==> src/rtl/rv_fetch_pkg.sv <==
// Shared types and constants for the instruction fetch front end.
// Holds the fetch FSM encoding and the word-alignment constants.
package rv_fetch_pkg;

  typedef enum logic [1:0] {
    ST_FETCH = 2'd0,
    ST_WAIT  = 2'd1,
    ST_OUT   = 2'd2,
    ST_DRAIN = 2'd3
  } fetch_state_t;

  localparam int INST_BYTES = 4;
  localparam int ALIGN_BITS = $clog2(INST_BYTES);
  localparam logic [ALIGN_BITS-1:0] ALIGN_ZERO = '0;

endpackage

==> src/rtl/pc_fetch_unit_if.sv <==
// Bundle of redirect, instruction-memory and decode-side signals of the fetch unit.
// master = fetch unit; slave = environment (memory, decode, branch unit).
interface pc_fetch_unit_if #(
  parameter int XLEN = 32,
  parameter int ILEN = 32
);
  // Handshakes: imem request transfers when imem_req && imem_gnt on a rising edge;
  // imem_rvalid returns exactly one response per granted request; the decode
  // transfer happens when out_valid && out_ready, and out_inst/out_pc hold while stalled.
  logic            redirect_valid;
  logic [XLEN-1:0] redirect_pc;
  logic            redirect_misaligned;

  logic            imem_req;
  logic [XLEN-1:0] imem_addr;
  logic            imem_gnt;
  logic            imem_rvalid;
  logic [ILEN-1:0] imem_rdata;

  logic            out_valid;
  logic            out_ready;
  logic [ILEN-1:0] out_inst;
  logic [XLEN-1:0] out_pc;

  modport master (
    input  redirect_valid, redirect_pc,
    output redirect_misaligned,
    output imem_req, imem_addr,
    input  imem_gnt, imem_rvalid, imem_rdata,
    output out_valid, out_inst, out_pc,
    input  out_ready
  );

  modport slave (
    output redirect_valid, redirect_pc,
    input  redirect_misaligned,
    input  imem_req, imem_addr,
    output imem_gnt, imem_rvalid, imem_rdata,
    input  out_valid, out_inst, out_pc,
    output out_ready
  );

endinterface

==> src/rtl/pc_reg.sv <==
// Program counter register: reset vector, redirect load and +4 step.
// The load value arrives already word aligned.
module pc_reg
  import rv_fetch_pkg::*;
#(
  parameter int              XLEN         = 32,
  parameter logic [XLEN-1:0] RESET_VECTOR = '0
) (
  input  logic            clk,
  input  logic            reset,
  input  logic            i_load,
  input  logic [XLEN-1:0] i_load_pc,
  input  logic            i_inc,
  output logic [XLEN-1:0] o_pc
);

  logic [XLEN-1:0] r_pc;

  // Redirect outranks the increment; the add wraps naturally at 2^XLEN.
  always_ff @(posedge clk) begin
    if (reset) begin
      r_pc <= RESET_VECTOR;
    end else if (i_load) begin
      r_pc <= i_load_pc;
    end else if (i_inc) begin
      r_pc <= r_pc + XLEN'(INST_BYTES);
    end
  end

  assign o_pc = r_pc;

endmodule

==> src/rtl/pc_fetch_unit.sv <==
// Fetch unit: issues one imem read at a time and buffers the returned word for decode.
// Redirects retarget the PC and discard any response already in flight.
module pc_fetch_unit
  import rv_fetch_pkg::*;
#(
  parameter int              XLEN         = 32,
  parameter int              ILEN         = 32,
  parameter logic [XLEN-1:0] RESET_VECTOR = '0
) (
  input  logic                   clk,
  input  logic                   reset,
  pc_fetch_unit_if.master        bus,
  output fetch_state_t           o_dbg_state
);

  fetch_state_t    r_state;
  logic            r_imem_req;
  logic            r_out_valid;
  logic [ILEN-1:0] r_out_inst;
  logic [XLEN-1:0] r_out_pc;
  logic            r_misaligned;

  logic [XLEN-1:0] w_pc;
  logic [XLEN-1:0] w_redirect_target;
  logic            w_granted;
  logic            w_pc_inc;

  assign w_redirect_target = {bus.redirect_pc[XLEN-1:ALIGN_BITS], ALIGN_ZERO};
  // A grant only counts while the request is actually being driven.
  assign w_granted = (r_state == ST_FETCH) && r_imem_req && bus.imem_gnt;
  assign w_pc_inc  = (r_state == ST_WAIT) && bus.imem_rvalid && !bus.redirect_valid;

  pc_reg #(
    .XLEN         (XLEN),
    .RESET_VECTOR (RESET_VECTOR)
  ) u_pc_reg (
    .clk       (clk),
    .reset     (reset),
    .i_load    (bus.redirect_valid),
    .i_load_pc (w_redirect_target),
    .i_inc     (w_pc_inc),
    .o_pc      (w_pc)
  );

  always_ff @(posedge clk) begin
    if (reset) begin
      r_state      <= ST_FETCH;
      r_imem_req   <= 1'b0;
      r_out_valid  <= 1'b0;
      r_out_inst   <= '0;
      r_out_pc     <= '0;
      r_misaligned <= 1'b0;
    end else begin
      r_misaligned <= bus.redirect_valid && (|bus.redirect_pc[ALIGN_BITS-1:0]);
      if (bus.redirect_valid) begin
        // Held instruction is dropped; only an outstanding request forces a drain.
        r_out_valid <= 1'b0;
        case (r_state)
          ST_FETCH: begin
            r_state    <= w_granted ? ST_DRAIN : ST_FETCH;
            r_imem_req <= !w_granted;
          end
          ST_WAIT: begin
            r_state    <= bus.imem_rvalid ? ST_FETCH : ST_DRAIN;
            r_imem_req <= bus.imem_rvalid;
          end
          ST_OUT: begin
            r_state    <= ST_FETCH;
            r_imem_req <= 1'b1;
          end
          ST_DRAIN: begin
            r_state    <= bus.imem_rvalid ? ST_FETCH : ST_DRAIN;
            r_imem_req <= bus.imem_rvalid;
          end
        endcase
      end else begin
        case (r_state)
          ST_FETCH: begin
            r_state    <= w_granted ? ST_WAIT : ST_FETCH;
            r_imem_req <= !w_granted;
          end
          ST_WAIT: begin
            if (bus.imem_rvalid) begin
              r_out_inst  <= bus.imem_rdata;
              r_out_pc    <= w_pc;
              r_out_valid <= 1'b1;
              r_state     <= ST_OUT;
            end
          end
          ST_OUT: begin
            if (bus.out_ready) begin
              r_out_valid <= 1'b0;
              r_imem_req  <= 1'b1;
              r_state     <= ST_FETCH;
            end
          end
          ST_DRAIN: begin
            if (bus.imem_rvalid) begin
              r_imem_req <= 1'b1;
              r_state    <= ST_FETCH;
            end
          end
        endcase
      end
    end
  end

  assign bus.imem_req            = r_imem_req;
  assign bus.imem_addr           = w_pc;
  assign bus.out_valid           = r_out_valid;
  assign bus.out_inst            = r_out_inst;
  assign bus.out_pc              = r_out_pc;
  assign bus.redirect_misaligned = r_misaligned;
  assign o_dbg_state             = r_state;

endmodule

==> src/flat_wrapper.sv <==
// flat-port wrapper written by rule: the top's interface ports become plain ports
module pc_fetch_unit_flat import rv_fetch_pkg::*;
#(
  parameter int              XLEN         = 32,
  parameter int              ILEN         = 32,
  parameter logic [XLEN-1:0] RESET_VECTOR = '0
)
  (clk, reset, o_dbg_state, bus_redirect_valid, bus_redirect_pc, bus_redirect_misaligned, bus_imem_req, bus_imem_addr, bus_imem_gnt, bus_imem_rvalid, bus_imem_rdata, bus_out_valid, bus_out_inst, bus_out_pc, bus_out_ready);
  pc_fetch_unit_if #(.XLEN(XLEN), .ILEN(ILEN)) bus_i ();
  input  logic clk;
  input  logic reset;
  output fetch_state_t o_dbg_state;
  input wire logic [$bits(bus_i.redirect_valid)-1:0] bus_redirect_valid;
  input wire logic [$bits(bus_i.redirect_pc)-1:0] bus_redirect_pc;
  output wire logic [$bits(bus_i.redirect_misaligned)-1:0] bus_redirect_misaligned;
  output wire logic [$bits(bus_i.imem_req)-1:0] bus_imem_req;
  output wire logic [$bits(bus_i.imem_addr)-1:0] bus_imem_addr;
  input wire logic [$bits(bus_i.imem_gnt)-1:0] bus_imem_gnt;
  input wire logic [$bits(bus_i.imem_rvalid)-1:0] bus_imem_rvalid;
  input wire logic [$bits(bus_i.imem_rdata)-1:0] bus_imem_rdata;
  output wire logic [$bits(bus_i.out_valid)-1:0] bus_out_valid;
  output wire logic [$bits(bus_i.out_inst)-1:0] bus_out_inst;
  output wire logic [$bits(bus_i.out_pc)-1:0] bus_out_pc;
  input wire logic [$bits(bus_i.out_ready)-1:0] bus_out_ready;
  assign bus_i.redirect_valid = bus_redirect_valid;
  assign bus_i.redirect_pc = bus_redirect_pc;
  assign bus_redirect_misaligned = bus_i.redirect_misaligned;
  assign bus_imem_req = bus_i.imem_req;
  assign bus_imem_addr = bus_i.imem_addr;
  assign bus_i.imem_gnt = bus_imem_gnt;
  assign bus_i.imem_rvalid = bus_imem_rvalid;
  assign bus_i.imem_rdata = bus_imem_rdata;
  assign bus_out_valid = bus_i.out_valid;
  assign bus_out_inst = bus_i.out_inst;
  assign bus_out_pc = bus_i.out_pc;
  assign bus_i.out_ready = bus_out_ready;
  pc_fetch_unit #(.XLEN(XLEN), .ILEN(ILEN), .RESET_VECTOR(RESET_VECTOR)) u_core (.clk(clk), .reset(reset), .bus(bus_i), .o_dbg_state(o_dbg_state));
endmodule
==> config.mk <==
export PLATFORM = sky130hd
export DESIGN_NAME = pc_fetch_unit_flat
export DESIGN_NICKNAME = d
export VERILOG_FILES = /design/src/rtl/rv_fetch_pkg.sv /design/src/rtl/pc_fetch_unit_if.sv /design/src/rtl/pc_reg.sv /design/src/rtl/pc_fetch_unit.sv /design/src/flat_wrapper.sv
export SDC_FILE = /design/constraint.sdc
export NUM_CORES = 1
export LEC_CHECK = 0
export ABC_AREA = 1
export CAP_MARGIN = 10
export CORE_UTILIZATION = 40
export CTS_CLUSTER_DIAMETER = 120
export DETAILED_ROUTE_END_ITERATION = 10
export MAX_ROUTING_LAYER = met4
export PLACE_DENSITY = 0.86
export SETUP_SLACK_MARGIN = 0.2
export SYNTH_ARGS = -nofsm -noshare
export SYNTH_HDL_FRONTEND = slang
export SYNTH_SLANG_ARGS = --single-unit
==> constraint.sdc <==
create_clock -name clk -period 1.4 [get_ports clk]
set_input_delay 0.42 -clock clk [delete_from_list [all_inputs] [get_ports clk]]
set_output_delay 0.42 -clock clk [all_outputs]
set_load 0.02 [all_outputs]
==> flow_summary.ini <==
[final_layout]
diodes = 0
layout-area-overhead-vs-synth_pct = 82.2
layout-drive-gt1-share_pct = 47.4
fin_util_pct = 75.6
final_cells = 1067
fillCellCount = 722
nets = 998

[synthesis]
ys_ff_latch = 97
netlist_area_sq_um = 4550
synth-edff-count = 0
synth_warnings = 0
ys_types = 40
synth.avg_cell_area_sq_um = 6.94
synth-seq-area-share_pct = 42.6
async_flop_share_pct = 0
synthCells = 656
synth_flop_cell = dfxtp_1

[power_and_ir_drop]
sw_frac_of_total_pct = 29.2
pwr-share-clk_pct = 32.9
power_leakage_uw = 0.00362
p_int_uw = 5380
p_per_area_nw_per_um2 = 916
max-vdd-ir-drop_uv = 918
p_switching_uw = 2220
pwr-share-seq_pct = 41.0
p_comb_share_pct = 26.2

[floorplan]
die_area_sq_um = 11800
ioPinCount = 171
fp.dieH_microns = 109
core_area_sq_um = 11000
die_x_microns = 109
rows = 38
start_util_pct = 41.5

[critical_path]
worst_path_most_repeated_cell = buf_6
cp_max_fo = 6
end_kind = register
worst_ep_required_time_ns = 1.67
path_class = register to register
path_cells = ha_4 > nand2_4 > nor2_4 > buf_6 > buf_12 > buf_6 > o21ai_0 > a21oi_1
start_kind = register
crit_buf_inv = 3
cpLargestDelayFamily = flip-flops
slowest_delay_ns = 0.39
worstPathArrival_ns = 1.81
slowest_stage = dfxtp_4

[grt]
antenna_found_initial = 0
grt_pass1_wl_mm = 24.8
grt_pass1_vias = 5283
grt_overflow = 0
grt_max_degree = 36
grt_usage_pct = 28.1

[hold_path]
min_path_type = register to register

[run_status]
status = finished, violations left
violations = setup timing

[sta]
fin_ws_ns = -0.136
rsz0062_at_grt = yes
fmax_mhz = 651
period_needed_ns = 1.54
period_share_pct = 110
finalSetupViolCount = 77
hold_viol = 0
hold_ws_ns = 0.481
skew_ns = 0.00940
finalMaxSlewViolations = 0

[place]
hpwlAfterDp_mm = 11.0
place_inst = 1004
port_buffers = 166
place_congestion = 0.923

[clocking]
cts_tree = yes
clock_latency_ns = 0.35
max-clock-path-buffers = 2
numCtsBuffers = 9
cts.sink_count = 97
htreeDepth = 3
cts.clk_slew.worst_paths_ns = 0.06
cts-root-buf = clkbuf_16

[detailed_routing]
totalWireLength_mm = 17.6
drt.antenna.violating_nets = 0
drc = 0
drt-pass1-iter-count = 7
wl_per_cell_microns = 16.5
via_per_inst = 5.31
drt_first_iter_violations = 341
num_vias = 5670

[job]
maxCapViolations = 0
==> registers in the layout (all words and copies together), names as in the netlist <==
signal,cells
u_core.bus.out_inst,32
u_core.bus.out_pc,30
u_core.u_pc_reg.o_pc,30
u_core.o_dbg_state,2
u_core.bus.imem_req,1
u_core.bus.out_valid,1
u_core.bus.redirect_misaligned,1
==> final cells by class <==
type	instances	area (sq um)	share of cell area, %
inverters	51	211	2.55
repair buffers	287	2880	34.7
well taps	140	175	2.11
multi-input cells	476	2610	31.5
flip-flops and latches	97	2120	25.5
clock inverters	3	18.8	0.226
clock buffers	13	283	3.41
==> power groups by stage <==
stage / Clock (uW) / Sequential [uW] / Combinational [uW]
after global placement: 0 / 3130 / 1560
after detailed placement: 0 / 3130 / 1590
after global routing: 2640 / 3130 / 2100
final: 2500 / 3110 / 1990
after floorplan: 0 / 3320 / 542
after CTS: 2550 / 3110 / 1730
==> final timing paths <==
path / from / end / cells past startpoint / slack, ns
worst max-delay path: u_core.o_dbg_state[0]$_SDFFE_PP0P_ / u_core.bus.out_pc[28]$_SDFFE_PP0P_ / 8 / -0.14
worst min register to register: u_core.bus.out_pc[13]$_SDFFE_PP0P_ / u_core.bus.out_pc[13]$_SDFFE_PP0P_ / 2 / 0.48
worst max register to register: u_core.o_dbg_state[0]$_SDFFE_PP0P_ / u_core.bus.out_pc[28]$_SDFFE_PP0P_ / 8 / -0.14
worst min-delay path: u_core.bus.out_pc[13]$_SDFFE_PP0P_ / u_core.bus.out_pc[13]$_SDFFE_PP0P_ / 2 / 0.48
==> layout by cell type, fill, tap and decap left out, types with 18 or more instances in the layout <==
cell type	n
o21ai_0	29
buf_6	113
nand2_1	104
o21ai_1	34
nor2_1	105
buf_4	95
nor2_2	31
dfxtp_2	75
nand3_1	32
dfxtp_4	22
a21oi_1	30
nand2_2	18
inv_1	40
clkdlybuf4s50_1	67
==> per-layer routing <==
layer	up-vias	GRT usage [%]	wire length [microns]
li1	2657	-	-
met1	2644	31.9	6960
met2	318	46.9	8600
met3	51	8.19	1640
met4	0	9.94	447
met5	-	-	0
==> cells by family (layout without fill, tap and decap cells) <==
logic type	after synthesis	count (layout)	share of synthesized area, %
xor gates and xnor gates	1	1	0.192
buffers and inverters	86	354	8.13
other	1	4	0.0823
adders and majority gates	6	6	1.65
AOI/OAI and AO/OA	128	128	15.6
and+or+nand+nor	337	337	31.7
DFF	97	97	42.6
==> per-stage QoR <==
| step | total power [uW] | worst slack, ns | setup TNS, ns | instance area (sq um) |
|---|---|---|---|---|
| floorplan | 3860 | 0.00985 | 0 | 4730 |
| global placement | 4690 | -0.505 | -42.16 | 6980 |
| detailed placement | 4710 | -0.556 | -44.17 | 6980 |
| CTS | 7380 | -0.0546 | -0.932 | 7800 |
| global route | 7880 | -0.187 | -9.19 | 8300 |
| finish | 7600 | -0.136 | -3.89 | 8300 |
==> cells in the mapped netlist (2+ instances only) <==
| library cell | number | area [sq um] |
|---|---|---|
| a211oi_1 | 5 | 37.5 |
| a21oi_1 | 35 | 175 |
| a22o_1 | 3 | 26.3 |
| a22oi_1 | 4 | 30.0 |
| a31oi_1 | 6 | 37.5 |
| buf_1 | 3 | 11.3 |
| buf_2 | 10 | 50.1 |
| buf_4 | 7 | 52.6 |
| clkbuf_1 | 14 | 52.6 |
| dfxtp_1 | 97 | 1940 |
| ha_1 | 6 | 75.1 |
| inv_1 | 46 | 173 |
| inv_2 | 3 | 11.3 |
| nand2_1 | 120 | 450 |
| nand2_2 | 7 | 43.8 |
| nand3_1 | 40 | 200 |
| nand3b_1 | 3 | 22.5 |
| nand4_1 | 2 | 12.5 |
| nor2_1 | 141 | 529 |
| nor2_2 | 3 | 18.8 |
| nor2_4 | 7 | 78.8 |
| nor3_1 | 8 | 40.0 |
| o211ai_1 | 3 | 22.5 |
| o21ai_0 | 65 | 325 |
| or2_2 | 3 | 18.8 |
==> tightest hold or removal path, cell delays in order (launching register included) <==
cell,delay [ns]
dfxtp_2,0.33
nand2_1,0.07
a21oi_2,0.05
==> timing repair <==
action / CTS / global route
gates resized for setup: 708 / 94
hold buffers: 0 / 0
cloned: 1 / 1
buffers inserted: 20 / 25
endpoints found under the setup margin: 193 / 193
pin swaps: 9 / 17
No activity file was read; power rests on OpenSTA's default activity.
